**src/rtl/mem_access_stage.sv**
```systemverilog
// MEM pipeline stage: runs byte/half/word loads and stores over a req/ack
// data-memory port, stalls upstream while a transfer is outstanding.
module mem_access_stage #(
  parameter int unsigned AWIDTH = 32
) (
  input  logic              ms_i_clk,
  input  logic              ms_i_rst_n,
  input  logic              ms_i_ce,
  input  logic [5:0]        ms_i_opcode,
  input  logic [31:0]       ms_i_alu_value,
  input  logic [31:0]       ms_i_data_rt,
  input  logic [4:0]        ms_i_rd,
  input  logic              ms_i_regwrite,
  output logic              ms_o_stall,
  output logic              ms_o_d_req,
  output logic              ms_o_d_we,
  output logic [3:0]        ms_o_d_be,
  output logic [AWIDTH-1:0] ms_o_d_addr,
  output logic [31:0]       ms_o_d_wdata,
  input  logic              ms_i_d_ack,
  input  logic [31:0]       ms_i_d_rdata,
  output logic              ms_o_ce,
  output logic [31:0]       ms_o_data,
  output logic [4:0]        ms_o_rd,
  output logic              ms_o_regwrite,
  output logic              ms_o_misalign
);

  localparam int unsigned DWIDTH       = 32;
  localparam int unsigned OPCODE_WIDTH = 6;

  localparam logic [OPCODE_WIDTH-1:0] OP_LB  = 6'h20;
  localparam logic [OPCODE_WIDTH-1:0] OP_LH  = 6'h21;
  localparam logic [OPCODE_WIDTH-1:0] OP_LW  = 6'h23;
  localparam logic [OPCODE_WIDTH-1:0] OP_LBU = 6'h24;
  localparam logic [OPCODE_WIDTH-1:0] OP_LHU = 6'h25;
  localparam logic [OPCODE_WIDTH-1:0] OP_SB  = 6'h28;
  localparam logic [OPCODE_WIDTH-1:0] OP_SH  = 6'h29;
  localparam logic [OPCODE_WIDTH-1:0] OP_SW  = 6'h2B;

  typedef enum logic {S_IDLE, S_BUS} state_t;

  state_t r_state, w_state_d;

  logic                    r_req, w_req_d;
  logic                    r_we, w_we_d;
  logic [3:0]              r_be, w_be_d;
  logic [AWIDTH-1:0]       r_addr, w_addr_d;
  logic [DWIDTH-1:0]       r_wdata, w_wdata_d;
  logic                    r_ce, w_ce_d;
  logic [DWIDTH-1:0]       r_data, w_data_d;
  logic [4:0]              r_rd, w_rd_d;
  logic                    r_regwrite, w_regwrite_d;
  logic                    r_misalign, w_misalign_d;
  logic [OPCODE_WIDTH-1:0] r_op, w_op_d;
  logic [1:0]              r_off, w_off_d;
  logic [4:0]              r_cap_rd, w_cap_rd_d;
  logic                    r_cap_rw, w_cap_rw_d;

  // Decode of the incoming instruction
  logic              w_is_load, w_is_store, w_is_mem, w_is_half, w_is_word;
  logic              w_misalign, w_go_bus;
  logic [3:0]        w_be;
  logic [DWIDTH-1:0] w_wdata;

  always_comb begin
    w_is_load  = (ms_i_opcode == OP_LB) || (ms_i_opcode == OP_LH) ||
                 (ms_i_opcode == OP_LW) || (ms_i_opcode == OP_LBU) ||
                 (ms_i_opcode == OP_LHU);
    w_is_store = (ms_i_opcode == OP_SB) || (ms_i_opcode == OP_SH) ||
                 (ms_i_opcode == OP_SW);
    w_is_mem   = w_is_load || w_is_store;
    w_is_half  = (ms_i_opcode == OP_LH) || (ms_i_opcode == OP_LHU) ||
                 (ms_i_opcode == OP_SH);
    w_is_word  = (ms_i_opcode == OP_LW) || (ms_i_opcode == OP_SW);
    w_misalign = (w_is_half && ms_i_alu_value[0]) ||
                 (w_is_word && (ms_i_alu_value[1:0] != 2'b00));
    w_go_bus   = ms_i_ce && w_is_mem && !w_misalign;
    if (w_is_word) begin
      w_be    = 4'b1111;
      w_wdata = ms_i_data_rt;
    end else if (w_is_half) begin
      w_be    = ms_i_alu_value[1] ? 4'b1100 : 4'b0011;
      w_wdata = {2{ms_i_data_rt[15:0]}};
    end else begin
      w_be    = 4'(4'b0001 << ms_i_alu_value[1:0]);
      w_wdata = {4{ms_i_data_rt[7:0]}};
    end
  end

  // Lane extraction and extension of the returned load word
  logic [7:0]        w_lane_b;
  logic [15:0]       w_lane_h;
  logic [DWIDTH-1:0] w_load;

  always_comb begin
    w_lane_b = ms_i_d_rdata[{r_off, 3'b000} +: 8];
    w_lane_h = r_off[1] ? ms_i_d_rdata[31:16] : ms_i_d_rdata[15:0];
    case (r_op)
      OP_LB:   w_load = {{24{w_lane_b[7]}}, w_lane_b};
      OP_LBU:  w_load = {24'h0, w_lane_b};
      OP_LH:   w_load = {{16{w_lane_h[15]}}, w_lane_h};
      OP_LHU:  w_load = {16'h0, w_lane_h};
      default: w_load = ms_i_d_rdata;
    endcase
  end

  always_ff @(posedge ms_i_clk or negedge ms_i_rst_n) begin
    if (!ms_i_rst_n) begin
      r_state    <= S_IDLE;
      r_req      <= 1'b0;
      r_we       <= 1'b0;
      r_be       <= 4'h0;
      r_addr     <= '0;
      r_wdata    <= '0;
      r_ce       <= 1'b0;
      r_data     <= '0;
      r_rd       <= 5'h0;
      r_regwrite <= 1'b0;
      r_misalign <= 1'b0;
      r_op       <= '0;
      r_off      <= 2'b00;
      r_cap_rd   <= 5'h0;
      r_cap_rw   <= 1'b0;
    end else begin
      r_state    <= w_state_d;
      r_req      <= w_req_d;
      r_we       <= w_we_d;
      r_be       <= w_be_d;
      r_addr     <= w_addr_d;
      r_wdata    <= w_wdata_d;
      r_ce       <= w_ce_d;
      r_data     <= w_data_d;
      r_rd       <= w_rd_d;
      r_regwrite <= w_regwrite_d;
      r_misalign <= w_misalign_d;
      r_op       <= w_op_d;
      r_off      <= w_off_d;
      r_cap_rd   <= w_cap_rd_d;
      r_cap_rw   <= w_cap_rw_d;
    end
  end

  // Next-state and next-output logic; everything holds unless changed below
  always_comb begin
    w_state_d    = r_state;
    w_req_d      = r_req;
    w_we_d       = r_we;
    w_be_d       = r_be;
    w_addr_d     = r_addr;
    w_wdata_d    = r_wdata;
    w_ce_d       = 1'b0;
    w_data_d     = r_data;
    w_rd_d       = r_rd;
    w_regwrite_d = r_regwrite;
    w_misalign_d = r_misalign;
    w_op_d       = r_op;
    w_off_d      = r_off;
    w_cap_rd_d   = r_cap_rd;
    w_cap_rw_d   = r_cap_rw;
    ms_o_stall   = 1'b0;

    case (r_state)
      S_IDLE: begin
        ms_o_stall = w_go_bus;
        if (ms_i_ce) begin
          if (!w_is_mem) begin
            w_ce_d       = 1'b1;
            w_data_d     = ms_i_alu_value;
            w_rd_d       = ms_i_rd;
            w_regwrite_d = ms_i_regwrite;
            w_misalign_d = 1'b0;
          end else if (w_misalign) begin
            w_ce_d       = 1'b1;
            w_data_d     = ms_i_alu_value;
            w_rd_d       = ms_i_rd;
            w_regwrite_d = 1'b0;
            w_misalign_d = 1'b1;
          end else begin
            w_op_d     = ms_i_opcode;
            w_off_d    = ms_i_alu_value[1:0];
            w_cap_rd_d = ms_i_rd;
            w_cap_rw_d = ms_i_regwrite;
            w_req_d    = 1'b1;
            w_addr_d   = {ms_i_alu_value[AWIDTH-1:2], 2'b00};
            w_we_d     = w_is_store;
            w_be_d     = w_be;
            w_wdata_d  = w_wdata;
            w_state_d  = S_BUS;
          end
        end
      end
      S_BUS: begin
        ms_o_stall = !ms_i_d_ack;
        if (ms_i_d_ack) begin
          w_req_d      = 1'b0;
          w_state_d    = S_IDLE;
          w_ce_d       = 1'b1;
          w_rd_d       = r_cap_rd;
          w_misalign_d = 1'b0;
          if (r_we) begin
            w_regwrite_d = 1'b0;
            w_data_d     = '0;
          end else begin
            w_regwrite_d = r_cap_rw;
            w_data_d     = w_load;
          end
        end
      end
      default: w_state_d = S_IDLE;
    endcase
  end

  assign ms_o_d_req    = r_req;
  assign ms_o_d_we     = r_we;
  assign ms_o_d_be     = r_be;
  assign ms_o_d_addr   = r_addr;
  assign ms_o_d_wdata  = r_wdata;
  assign ms_o_ce       = r_ce;
  assign ms_o_data     = r_data;
  assign ms_o_rd       = r_rd;
  assign ms_o_regwrite = r_regwrite;
  assign ms_o_misalign = r_misalign;

endmodule
```
**config.mk**
```make
export PLATFORM = sky130hd
export DESIGN_NAME = mem_access_stage
export DESIGN_NICKNAME = d
export VERILOG_FILES = /design/src/rtl/mem_access_stage.sv
export SDC_FILE = /design/constraint.sdc
export NUM_CORES = 1
export LEC_CHECK = 0
export ABC_CLOCK_PERIOD_IN_PS = 2800
export CORE_MARGIN = 5
export CORE_UTILIZATION = 45
export DETAILED_ROUTE_END_ITERATION = 8
export PLACE_DENSITY = 0.87
export SYNTH_ARGS = -nofsm -noshare
export SYNTH_HDL_FRONTEND = slang
export SYNTH_SLANG_ARGS = --single-unit
```
**constraint.sdc**
```tcl
create_clock -name ms_i_clk -period 2.8 [get_ports ms_i_clk]
set_clock_uncertainty 0.2 [all_clocks]
set_input_delay 0.56 -clock ms_i_clk [delete_from_list [all_inputs] [get_ports ms_i_clk]]
set_output_delay 0.56 -clock ms_i_clk [all_outputs]
set_load 0.005 [all_outputs]
```
==> impl_metrics.ini, run 1 <==
[setup_path]
end_kind = output port
critPathRequiredTime_ns = 2.04
worstPathArrival_ns = 1.98
start_kind = input pin
critPathKind = in2out
crit_fanout = 5

[timing]
fmax_ghz = 0.365
setup_violations = 0
tns_ns = 0
rsz0062_at_grt = false
worst_pin_slew_ns = 0.948
period_needed_ns = 2.74
maxSlewHeadroom_pct = 36.8
drv_slew = 0
finalWorstSetupSlack_ns = 0.0611
hold_viol = 0
fin_crit_sh_pct = 97.8

[layout]
design_area_um2 = 9250
fin_cells = 1063
drive_gt1_share_pct = 12.6
area_delta_synth_final_pct = 50.8
final_nets = 987
diodes = 0

[synth]
synth-async-reset-ratio_pct = 100
synthMuxAreaShare_pct = 10.4
synth_xor_area_share_pct = 0
avgSynthCellArea_um2 = 9.43
synth_compound_area_share_pct = 15.5
seq_area_frac_synth_pct = 50.1
yosys-top-cells-area = dfrtp_1 50%, nand2_1 11%, mux2_2 8.1%, o21ai_0 2.8%, o2bb2ai_1 2.4%
netlist_area_um2 = 6140
synth-edff-count = 0
synthSimpleGateAreaFrac_pct = 19.2
synth_top_cell_by_area = dfrtp_1
synth_top_area_share_pct = 50.1
synth_fa_ha_area_share_pct = 0
synth_top_family_by_area = simple AND/OR/NAND/NOR gates
synthCells = 651
ys.flop_type = dfrtp_1
ys_types = 45
synth-seq-cells = 123
yosysWarnings = 0

[grt]
antenna_found_initial = 0
grt_remaining_overflow = 0
grt_max_degree = 94
grt_use_total_pct = 25.0
grt_pass1_vias = 5924
grt_pass1_wl_um = 31700

[power]
vdd_drop_max_v = 0.000443
p_leak_nw = 4.16
power.total_mw = 6.61
power_density_nw_per_um2 = 715

[detailed_routing]
wirelength_um = 19800
drc = 0
first_pass_iters = 5
ant_nets = 0
initialDrtViolationCount = 441
viasPerCell = 5.47
wl_per_cell_um = 18.6
vias = 5818

[place]
place.gp.congestion = 0.868
dp_slack_ns = -0.288
placed_cells = 1030
hpwl_um = 14500
place_area_um2 = 8680
io_buffers = 220

[clock_network]
htreeDepth = 4
max-clock-path-buffers = 2
cts_buffers = 17
cts_tree = yes
cts-root-buf = clkbuf_16
clkTransAtPathRegs_ns = 0.06
cts.sinks = 123
insertion_delay_ns = 0.41

[floorplan]
die_area_um2 = 16100
initial_core_util_pct = 46.2
dieWidth_um = 127
ios = 223
row_count = 42
core_um2 = 13300
fp.dieH_um = 127

[run_status]
status = finished, final reports clean

[hold_path]
hp-class = reg2reg

[run]
cap_violations = 0
cells by family (layout without fill, tap and decap cells):
logic type,count (synthesis),after routing
compound gates,138,138
buf+inv,62,297
flops,123,123
mux,57,57
other cells,1,2
simple gates,270,270
synth_stat cells, types with 2 or more instances:
| master | n |
|---|---|
| nand2_1 | 175 |
| dfrtp_1 | 123 |
| mux2_2 | 44 |
| o21ai_0 | 34 |
| nor2_1 | 31 |
| clkbuf_1 | 30 |
| nand2b_1 | 19 |
| nand3_1 | 17 |
| o211ai_1 | 17 |
| o2bb2ai_1 | 17 |
| a21oi_1 | 16 |
| inv_1 | 14 |
| mux2i_1 | 12 |
| a31oi_1 | 11 |
| o22ai_1 | 9 |
| a21o_1 | 8 |
| buf_2 | 8 |
| nand3b_1 | 8 |
| a22o_1 | 7 |
| o32ai_1 | 7 |
| or3_1 | 7 |
| buf_4 | 4 |
| buf_6 | 4 |
| nor2b_1 | 4 |
| and2_1 | 3 |
| a211oi_1 | 2 |
| buf_1 | 2 |
what timing repair did:
item	CTS	global route
resized for setup	6	0
endpoints found under the hold margin	32	0
hold buffers	1	0
setup endpoints to repair	1	0
setup buffers	1	0
flip-flops by register name, indices dropped and copies added, names as in the netlist, 2 cells and up:
| name | count |
|---|---|
| ms_o_data | 32 |
| r_off | 2 |
| r_op | 6 |
| ms_o_rd | 5 |
| ms_o_d_be | 4 |
| ms_o_d_addr | 30 |
| ms_o_d_wdata | 32 |
| r_cap_rd | 5 |
through the flow:
step | utilization (%) | hold slack [ns]
floorplan | - | 0.0644
global placement | 65.3 | 0.248
detailed placement | 65.3 | 0.256
CTS | 69.6 | 0.268
global route | 69.6 | 0.292
finish | 69.6 | 0.265
worst paths after layout:
| kind | startpoint | to | slack, ns | cells after the start |
|---|---|---|---|---|
| min reg2reg | ms_o_d_wdata[28]$_DFFE_PN0P_ | ms_o_d_wdata[28]$_DFFE_PN0P_ | 0.27 | 2 |
| max in group asynchronous | ms_i_rst_n | ms_o_d_addr[16]$_DFFE_PN0P_ | 1.29 | 3 |
| max reg2reg | r_op[3]$_DFFE_PN0P_ | ms_o_data[11]$_DFFE_PN0P_ | 0.40 | 6 |
| max | ms_i_opcode[2] | ms_o_stall | 0.06 | 7 |
| min in group asynchronous | ms_i_rst_n | ms_o_d_addr[12]$_DFFE_PN0P_ | 0.45 | 2 |
| min | ms_o_d_wdata[28]$_DFFE_PN0P_ | ms_o_d_wdata[28]$_DFFE_PN0P_ | 0.27 | 2 |
cell type report:
cell class	instances	area (um^2)
Fill cell	1027	4040
Multi-Input combinational cell	467	2810
Timing Repair Buffer	252	2540
Clock inverter	8	95.1
Sequential cell	123	3080
Tap cell	176	220
Inverter	14	52.6
Clock buffer	23	458
layer usage:
metal / share of wire (%) / vias to the layer above / track usage, %
li1: - / 2705 / -
met3: 9.2 / 34 / 7.69
met4: 2.5 / 0 / 8.96
met1: 40 / 2815 / 31.7
met5: 0 / - / 0
met2: 49 / 264 / 40.7
critical path, stage by stage:
cell	delay (ns)
clkdlybuf4s50_1	0.47
buf_4	0.15
a21oi_2	0.07
o2111a_2	0.29
nand2_4	0.07
o21ai_0	0.08
dlygate4sd2_1	0.29
power breakdown:
group	internal [mW]	leakage (nW)	switching, mW
Clock	1.32	0.267	0.746
Sequential	2.19	1.51	0.252
Combinational	1.22	2.38	0.888
cells in the final DEF (no fill, tap or decap), drive strengths merged, types with 14 or more instances in the layout:
master	Yosys	layout
nand3	17	17
inv	14	14
nand2	175	175
buf	18	32
nor2	31	31
nand2b	19	19
o211ai	17	17
clkbuf	30	23
dfrtp	123	123
o21ai	35	35
mux2	44	44
a21oi	17	17
clkdlybuf4s50	0	216
o2bb2ai	17	17
(Power assumes the default switching activity.)
==> inputs of run 2 (changes only) <==
--- a/config.mk
+++ b/config.mk
@@ -13,3 +13,4 @@
 export SYNTH_ARGS = -nofsm -noshare
 export SYNTH_HDL_FRONTEND = slang
 export SYNTH_SLANG_ARGS = --single-unit
+export TNS_END_PERCENT = 50
==> results of run 2 <==
Final layout, timing and power as in run 1 (identical DEF).
